===== src/rtl/fwd_hazard_unit.sv =====
// Forwarding and load-use hazard unit: tracks in-flight destinations after ID,
// registers EX operand forwarding selects, stalls on load-use and counts stalls.
module fwd_hazard_unit #(
   parameter int REG_W = 5,
   parameter int DEPTH = 3,
   parameter int CNT_W = 16,
   localparam int SEL_W = $clog2(DEPTH + 1)
) (
   input  logic             clk,
   input  logic             reset,
   input  logic             id_valid,
   input  logic [REG_W-1:0] id_rs,
   input  logic [REG_W-1:0] id_rt,
   input  logic             id_use_rt,
   input  logic [REG_W-1:0] id_rd,
   input  logic             id_regwrite,
   input  logic             id_memread,
   input  logic             flush,
   output logic             stall,
   output logic [SEL_W-1:0] fwd_a,
   output logic [SEL_W-1:0] fwd_b,
   output logic [CNT_W-1:0] stall_cnt
);

   logic [DEPTH-1:0] ent_valid;
   logic [DEPTH-1:0] ent_regwrite;
   logic [DEPTH-1:0] ent_memread;
   logic [REG_W-1:0] ent_rd [DEPTH];
   logic [DEPTH-1:0] live;
   logic [SEL_W-1:0] sel_a;
   logic [SEL_W-1:0] sel_b;
   logic             issue;

   function automatic logic [CNT_W-1:0] sat_inc(input logic [CNT_W-1:0] v);
      return (v == {CNT_W{1'b1}}) ? v : v + 1'b1;
   endfunction

   always_comb begin
      for (int k = 0; k < DEPTH; k++)
         live[k] = ent_valid[k] & ent_regwrite[k] & (ent_rd[k] != '0);
   end

   // A load in EX cannot supply its data yet, so a matching consumer must wait.
   assign stall = id_valid & ~flush & live[0] & ent_memread[0] &
                  ((ent_rd[0] == id_rs) | (id_use_rt & (ent_rd[0] == id_rt)));

   assign issue = id_valid & ~flush & ~stall;

   // Scan oldest to youngest so the youngest matching producer wins.
   always_comb begin
      sel_a = '0;
      sel_b = '0;
      for (int k = DEPTH - 2; k >= 0; k--) begin
         if (live[k] && ent_rd[k] == id_rs) sel_a = SEL_W'(k + 1);
         if (live[k] && ent_rd[k] == id_rt) sel_b = SEL_W'(k + 1);
      end
      if (!id_use_rt) sel_b = '0;
   end

   always_ff @(posedge clk) begin
      if (reset) begin
         ent_valid <= '0;
         fwd_a     <= '0;
         fwd_b     <= '0;
         stall_cnt <= '0;
      end else begin
         for (int k = 1; k < DEPTH; k++) ent_valid[k] <= ent_valid[k-1];
         ent_valid[0] <= issue;
         fwd_a        <= issue ? sel_a : '0;
         fwd_b        <= issue ? sel_b : '0;
         if (stall) stall_cnt <= sat_inc(stall_cnt);
      end
   end

   // Payload fields need no reset; an invalid entry is never live.
   always_ff @(posedge clk) begin
      for (int k = 1; k < DEPTH; k++) begin
         ent_rd[k]       <= ent_rd[k-1];
         ent_regwrite[k] <= ent_regwrite[k-1];
         ent_memread[k]  <= ent_memread[k-1];
      end
      ent_rd[0]       <= id_rd;
      ent_regwrite[0] <= id_regwrite;
      ent_memread[0]  <= id_memread;
   end

endmodule

===== config.mk =====
export PLATFORM = sky130hd
export DESIGN_NAME = fwd_hazard_unit
export DESIGN_NICKNAME = d
export VERILOG_FILES = /design/src/rtl/fwd_hazard_unit.sv
export SDC_FILE = /design/constraint.sdc
export NUM_CORES = 1
export LEC_CHECK = 0
export ABC_CLOCK_PERIOD_IN_PS = 1700
export BUFFER_PORTS_ARGS = -buffer_cell sky130_fd_sc_hd__buf_2
export CORE_MARGIN = 3
export CORE_UTILIZATION = 46
export CTS_CLUSTER_DIAMETER = 80
export DETAILED_ROUTE_END_ITERATION = 8
export GPL_ROUTABILITY_DRIVEN = 0
export PLACE_DENSITY = 0.74
export SLEW_MARGIN = 20
export SYNTH_ARGS = -nofsm -noshare
export SYNTH_HDL_FRONTEND = slang
export SYNTH_SLANG_ARGS = --single-unit

===== constraint.sdc =====
create_clock -name clk -period 1.7 [get_ports clk]
set_input_delay 0.17 -clock clk [delete_from_list [all_inputs] [get_ports clk]]
set_output_delay 0.17 -clock clk [all_outputs]
set_load 0.01 [all_outputs]

Word-level counts from Yosys, hierarchy flattened
Memory sizes are Yosys's and may differ from the RTL's.
Cells that the tools add are included.

storage, ports and cells
  register bits after elaboration = 25
  latch bits = 0
  bits in writable memories = 15
  ROM bits = 0
  input port bits = 22
  output and inout port bits = 21
  word-level logic and storage cells = 46
  memories = 1

memory list
  name    depth  width  rd ports  clocked after memory_dff  wr ports  RTL line  RTL
  ent_rd  3      5      2         0                         3         28        logic [REG_W-1:0] ent_rd [DEPTH];

operators by class
  add/sub/neg operators = 1
  multiply operators = 0
  div/mod/pow operators = 0
  $lt $le $gt $ge = 0
  equal/unequal tests = 5
  shifts and indexed selects = 0
  muxes and demuxes = 4
  bitwise gates (word level) = 16
  reduce and logical (&&, ||, !) cells = 11

operators by type and width
  cell                                           count
  equality test 5 bit                            4
  adder 16 x 1 -> 16 bit, second input constant  1
  equality test 16 bit, second input constant    1
  AND 1 bit                                      10
  nonzero test 5 bit                             2
  OR reduction 3 bit                             2
  NOT 1 bit                                      5
  logical AND 1 bit                              4
  two-way mux 2 bit                              2
  OR reduction 4 bit                             1
  two-way mux 1 bit                              2
  AND reduction 2 bit                            1
  OR reduction 2 bit                             1
  OR 1 bit                                       1

Logic depth before layout (Yosys ltp)
Gate-level depths: netlist (run 1).
An unclocked memory read counts as a cell.

  depth in word-level cells = 10
  mapped depth = 8
  mapped depth without buffers = 7

Least setup slack after synthesis (run 1)
Ideal clock, no wire load.

  path type = reg2reg
  from = mem ent_rd[0][1]
  to = reg stall_cnt[1]
  arrival time = 1.672 ns
  slack = -0.100 ns
  stages on the path, launching flop included = 8
  path buffers = 1
  period minus slack after synthesis = 1.800 ns
  cell sequence = dfxtp_1 > or4_1 > o211ai_2 > a21oi_1 > o21ai_2 > buf_6 > mux2i_1 > nor2_1

RTL lines
  element               RTL line  RTL
  from (decl)           28
  to (signal assigned)  71        if (stall) stall_cnt <= sat_inc(stall_cnt);
  to (decl)             22        output logic [CNT_W-1:0] stall_cnt

==> results of run 1 <==
[flip-flops by register name, summed over array words and instances (netlist names)]
register,cells
ent_valid,2
ent_rd,10
fwd_b,2
ent_memread,1
stall_cnt,16
fwd_a,2
ent_regwrite,2
[power by group through the flow]
stage	combinational, uW	sequential (uW)	clock, uW
CTS	152	856	611
floorplan	64.2	872	0
global placement	119	874	0
global route	179	863	656
finish	170	859	604
detailed placement	122	876	0
[cells in the final DEF (no fill, tap or decap), types with 3 or more instances in the layout]
cell           count
xnor2_1            8
nand3_1            9
o211ai_1           3
xor2_1            13
or3_1              5
dlygate4sd3_1      7
o31ai_1            4
clkbuf_4           5
nor2b_1            3
nor2_1             8
a21oi_1            5
dfxtp_1           28
dfxtp_2            4
nor2_4             3
buf_6              4
dfxtp_4            3
nand2_1            9
or4_4              3
o21ai_0            4
or4_1              4
buf_4             36
and3_1             3
buf_2             41
[routing by layer]
layer	track usage [%]	vias up	wire length (um)
met3	5.98	16	236
met5	0	-	0
met2	41.4	61	2420
li1	-	777	-
met1	23.9	804	1800
met4	9.16	0	155
[metrics by stage]
step | util, % | hold slack, ps
final | 78.4 | 88.2
after global routing | 78.4 | 95.1
after CTS | 76.1 | 85.2
after detailed placement | 66.4 | 274
after global placement | 66.4 | 273
after floorplan | - | 198
[repair_timing]
action	in CTS	in global routing
pin swaps	17	7
hold endpoints to repair	7	0
resized for setup	24	13
cloned	1	0
hold buffers	7	0
setup buffers	4	1
endpoints found under the setup margin	20	21
[logic make-up (layout without fill, tap and decap cells)]
logic type | Yosys count | in the layout | share of synthesized area (%)
adder cells (fa/ha/maj) | 1 | 1 | 0.807
flip-flops | 35 | 35 | 45.2
AND/OR/NAND/NOR | 66 | 66 | 25.1
buffers and inverters | 4 | 97 | 1.45
XOR/XNOR | 25 | 25 | 14.1
AO/OA/AOI/OAI | 29 | 30 | 12.7
multiplexers | 1 | 1 | 0.646
[worst paths after layout]
| path | slack, ps | depth (start not counted) | end | from |
|---|---|---|---|---|
| max reg2reg | -220 | 7 | stall_cnt[1] | ent_rd[0][1] |
| min reg2reg | 410 | 0 | ent_rd[0][7] | ent_rd[0][2] |
| max | -220 | 7 | stall_cnt[1] | ent_rd[0][1] |
| min | 90 | 2 | fwd_b[0] | id_use_rt |
[worst register-to-register path: stages (launching register included)]
cell      delay (ps)
dfxtp_4          390
or4_4            570
o211ai_4         190
buf_4            170
a21oi_4           60
o21ai_4          140
mux2i_1          240
nor2_1            60
[cell type report]
class	count	area, um^2	share of cell area [%]
clock buffer	5	37.5	1.53
clock inverter	3	43.8	1.78
inverter	1	3.75	0.153
multi-input combinational	123	1010	41.0
sequential	35	717	29.2
tap	44	55.1	2.24
timing repair buffer	88	591	24.1
==> reports/metrics.yaml, run 1 <==
status: "finished, violations left"
violations: "negative setup slack"
arrival_ps: 2150
intPower_uw: 1240
rows: 20
worstSetupEndpointType: "flop"
antenna_found_initial: 0
hold_path_class: "input pin to flop"
required_ps: 1930
comb_power_share_pct: 10.4
final_cells: 299
p_seq_share_pct: 52.6
p_switching_uw: 396
chipWidth_um: 64.1
ys_ff_latch: 35
cp_max_fo: 6
synth-edff-count: 0
crit_family: "simple AND/OR/NAND/NOR gates"
synthTopCellsByCount: "35 x dfxtp_1, 13 x xor2_1, 12 x xnor2_1"
fin_crit_ps: 1920
fin_crit_sh_pct: 113
clock_latency_ps: 340
nFillCells: 187
yosysSeqAreaShare_pct: 45.2
synthTopCellsByArea: "dfxtp_1 45%, xor2_1 7.3%, xnor2_1 6.8%, or4_1 3.4%, nand3_1 3.2%"
setup_ws_ps: -218
start_util_pct: 49.6
syn_area_per_cell_um2: 9.63
ioPinCount: 43
path_clk_slew_ps: 120
critPathKind: "flop to flop"
n_antenna_cell: 0
ys.warnings.count: 0
vias: 1658
ys.flop_type: "dfxtp_1"
crit_path_max_incr_delay_ps: 570
leakage_uw: 0.00108
switching_share_pct: 24.2
grt_max_degree: 20
area_delta_synth_final_pct: 58.3
drc: 0
post-place-ws_ps: -157
cts_tree: "built"
setup_tns_ps: -2760
setup_violations: 21
design_area_mm2: 0.00245
cts_inserted_buffers: 5
grt_pass1_vias: 1632
cts_root_buf: "clkbuf_4"
worst-path-buf-inv: 1
synth_top_area_share_pct: 45.2
portBuffers: 42
drtPass1Iterations: 4
final_max_slew_viol_count: 0
via_per_inst: 5.55
power_uw: 1630
layout-drive-gt1-share_pct: 47.1
clockPowerShare_pct: 37.0
worst-slew-pin-transition_ps: 371
finalNetCount: 277
crit_slowest_cell: "or4_4"
max_slew_margin_pct: 75.1
crit_path_cell_trace: "or4_4 > o211ai_4 > buf_4 > a21oi_4 > o21ai_4 > mux2i_1 > nor2_1"
grt_first_pass_wirelength_um: 7290
ir_worst_vdd_v: 0.000896
hold_viol: 0
dp_hpwl_um: 3100
clockBufferDepth: 2
ant_nets: 0
worstSetupStartpointType: "flop"
dp_cells: 278
numClockSinks: 35
synthDistinctLibCells: 39
skew_ps: 13.8
max-cap-violations: 0
max_freq_mhz: 521
rsz0062_at_grt: "true"
power.density_mw_per_mm2: 666
synth_nets: 184
grt_usage_pct: 22.5
yosys.area.top_type: "dfxtp_1"
wl_um: 4610
syn_inst: 161
syn_area_mm2: 0.00155
placed_area_mm2: 0.00208
detail_route.wl_per_cell_um: 15.4
drt_iter0_markers: 106
chipHeight_um: 64.1
core-area_mm2: 0.00313
die_area_mm2: 0.00410
async_reset_ff_share_pct: 0
h-tree-depth: 2
grt-ovfl-total: 0
synth_most_common_cell: "dfxtp_1"
(Power assumes the default switching activity.)
==> run 2: changes to the inputs <==
--- a/config.mk
+++ b/config.mk
@@ -12,7 +12,9 @@
 export CTS_CLUSTER_DIAMETER = 80
 export DETAILED_ROUTE_END_ITERATION = 8
 export GPL_ROUTABILITY_DRIVEN = 0
+export GPL_TIMING_DRIVEN = 0
 export PLACE_DENSITY = 0.74
+export SETUP_SLACK_MARGIN = 0.02
 export SLEW_MARGIN = 20
 export SYNTH_ARGS = -nofsm -noshare
 export SYNTH_HDL_FRONTEND = slang
==> reports/metrics.yaml, run 2 (synthesis results as in run 1) <==
setup_ws_ps: -203
rows: 20
die_area_mm2: 0.00410
antenna_found_initial: 0
placed_area_mm2: 0.00184
worstSetupEndpointType: "flop"
grt_pass1_vias: 1483
rsz0062_at_grt: "true"
finalNetCount: 250
cts_tree: "built"
layout_commonest_cell: "buf_2"
worstSetupStartpointType: "flop"
ir_worst_vdd_v: 0.000584
largest_reg_flops: 16
via_per_inst: 5.60
met3_length_um: 254
ant_nets: 0
setup_violations: 20
ioPinCount: 43
arrival_ps: 2130
drtPass1Iterations: 4
layout_common_cells: "43 x buf_2, 27 x dfxtp_1, 12 x xor2_1"
violations: "negative setup slack"
fin_crit_sh_pct: 112
status: "finished, violations left"
h-tree-depth: 2
clockBufferDepth: 2
max-cap-violations: 0
grt_first_pass_wirelength_um: 6800
setup_tns_ps: -2390
worst-slew-pin-transition_ps: 441
wl_um: 4340
numClockSinks: 35
portBuffers: 42
clock_latency_ps: 340
fin_crit_ps: 1900
chipWidth_um: 64.1
grt-ovfl-total: 0
grt_max_degree: 13
required_ps: 1930
drt_iter0_markers: 104
power.density_mw_per_mm2: 814
layout-drive-gt1-share_pct: 38.6
hold_path_class: "input pin to flop"
vias: 1522
max_slew_margin_pct: 70.6
final_max_slew_viol_count: 0
cts_root_buf: "clkbuf_4"
max_freq_mhz: 526
hold_viol: 0
critPathKind: "flop to flop"
top_regs: "stall_cnt: 16 flops, ent_rd: 10 flops"
dp_hpwl_um: 2780
routedLengthMet1_um: 1680
dp_cells: 247
met2_length_um: 2300
drc: 0
routed.top_layer: "met4"
skew_ps: 7.65
final_cells: 272
chipHeight_um: 64.1
start_util_pct: 49.6
cp_max_fo: 6
detail_route.wl_per_cell_um: 16.0
n_antenna_cell: 0
cts_inserted_buffers: 5
path_clk_slew_ps: 110
post-route-util_pct: 69.5
design_area_mm2: 0.00217
leakage_uw: 0.000926
largest_register: "stall_cnt"
core-area_mm2: 0.00313
grt_usage_pct: 21.4
area_delta_synth_final_pct: 40.3
==> run 2: cell types whose count changed in the layout (fill, tap and decap cells not counted), sizes merged <==
cell / delta
clkinvlp: +1
o21ai: -1
clkbuf: +2
clkinv: -2
bufinv: +1
buf: -28
==> run 2: through the flow <==
step | power (uW) | setup slack (ps) | hold WS, ps
after detailed placement | 986 | -224 | 274
after global placement | 980 | -193 | 272
after global routing | 1840 | -279 | 93.3
after floorplan | 936 | -49.8 | 198
after CTS | 1750 | -180 | 70.4
final | 1770 | -203 | 99.3
==> run 2: what timing repair did <==
action	CTS	global route
cloned	1	0
hold buffers	7	0
gates resized for setup	10	11
buffers inserted	7	2
pin swaps	15	6
endpoints found under the hold margin	7	0
endpoints found under the setup margin	21	21
==> run 2: final cells by class <==
type	instances	area, um^2
Buffer	3	18.8
Clock buffer	5	37.5
Clock inverter	3	67.6
Fill cell	241	953
Inverter	1	3.75
Multi-Input combinational cell	122	922
Sequential cell	35	713
Tap cell	44	55.1
Timing Repair Buffer	59	357
==> run 2: where the power goes <==
group | internal [uW] | switching (uW) | leakage [uW] | total (uW)
registers | 839 | 23.1 | 0.000288 | 862
clock network | 457 | 294 | 0.0000514 | 751
logic | 81.1 | 76.0 | 0.000587 | 157
==> run 2: final timing paths <==
kind / from / endpoint / slack [ps] / cells after the start
max: stall_cnt[2] / stall_cnt[1] / -200 / 7
min: id_use_rt / fwd_b[0] / 100 / 2
max reg2reg: stall_cnt[2] / stall_cnt[1] / -200 / 7
min reg2reg: ent_regwrite[0] / ent_regwrite[1] / 380 / 0
==> run 2: layer usage <==
metal	global-route usage, %	vias to the layer above
met3	4.92	13
met4	8.09	0
met5	0	-
met2	38.2	63
li1	-	722
met1	24.5	724
==> run 2: critical path, cell delays in order, from the launching register on <==
cell and delay (ps):
dfxtp_1 450, nand3_1 240, nor4_2 440, a21oi_2 160, o21ai_2 120, buf_6 150
mux2i_1 180, nor2_1 50
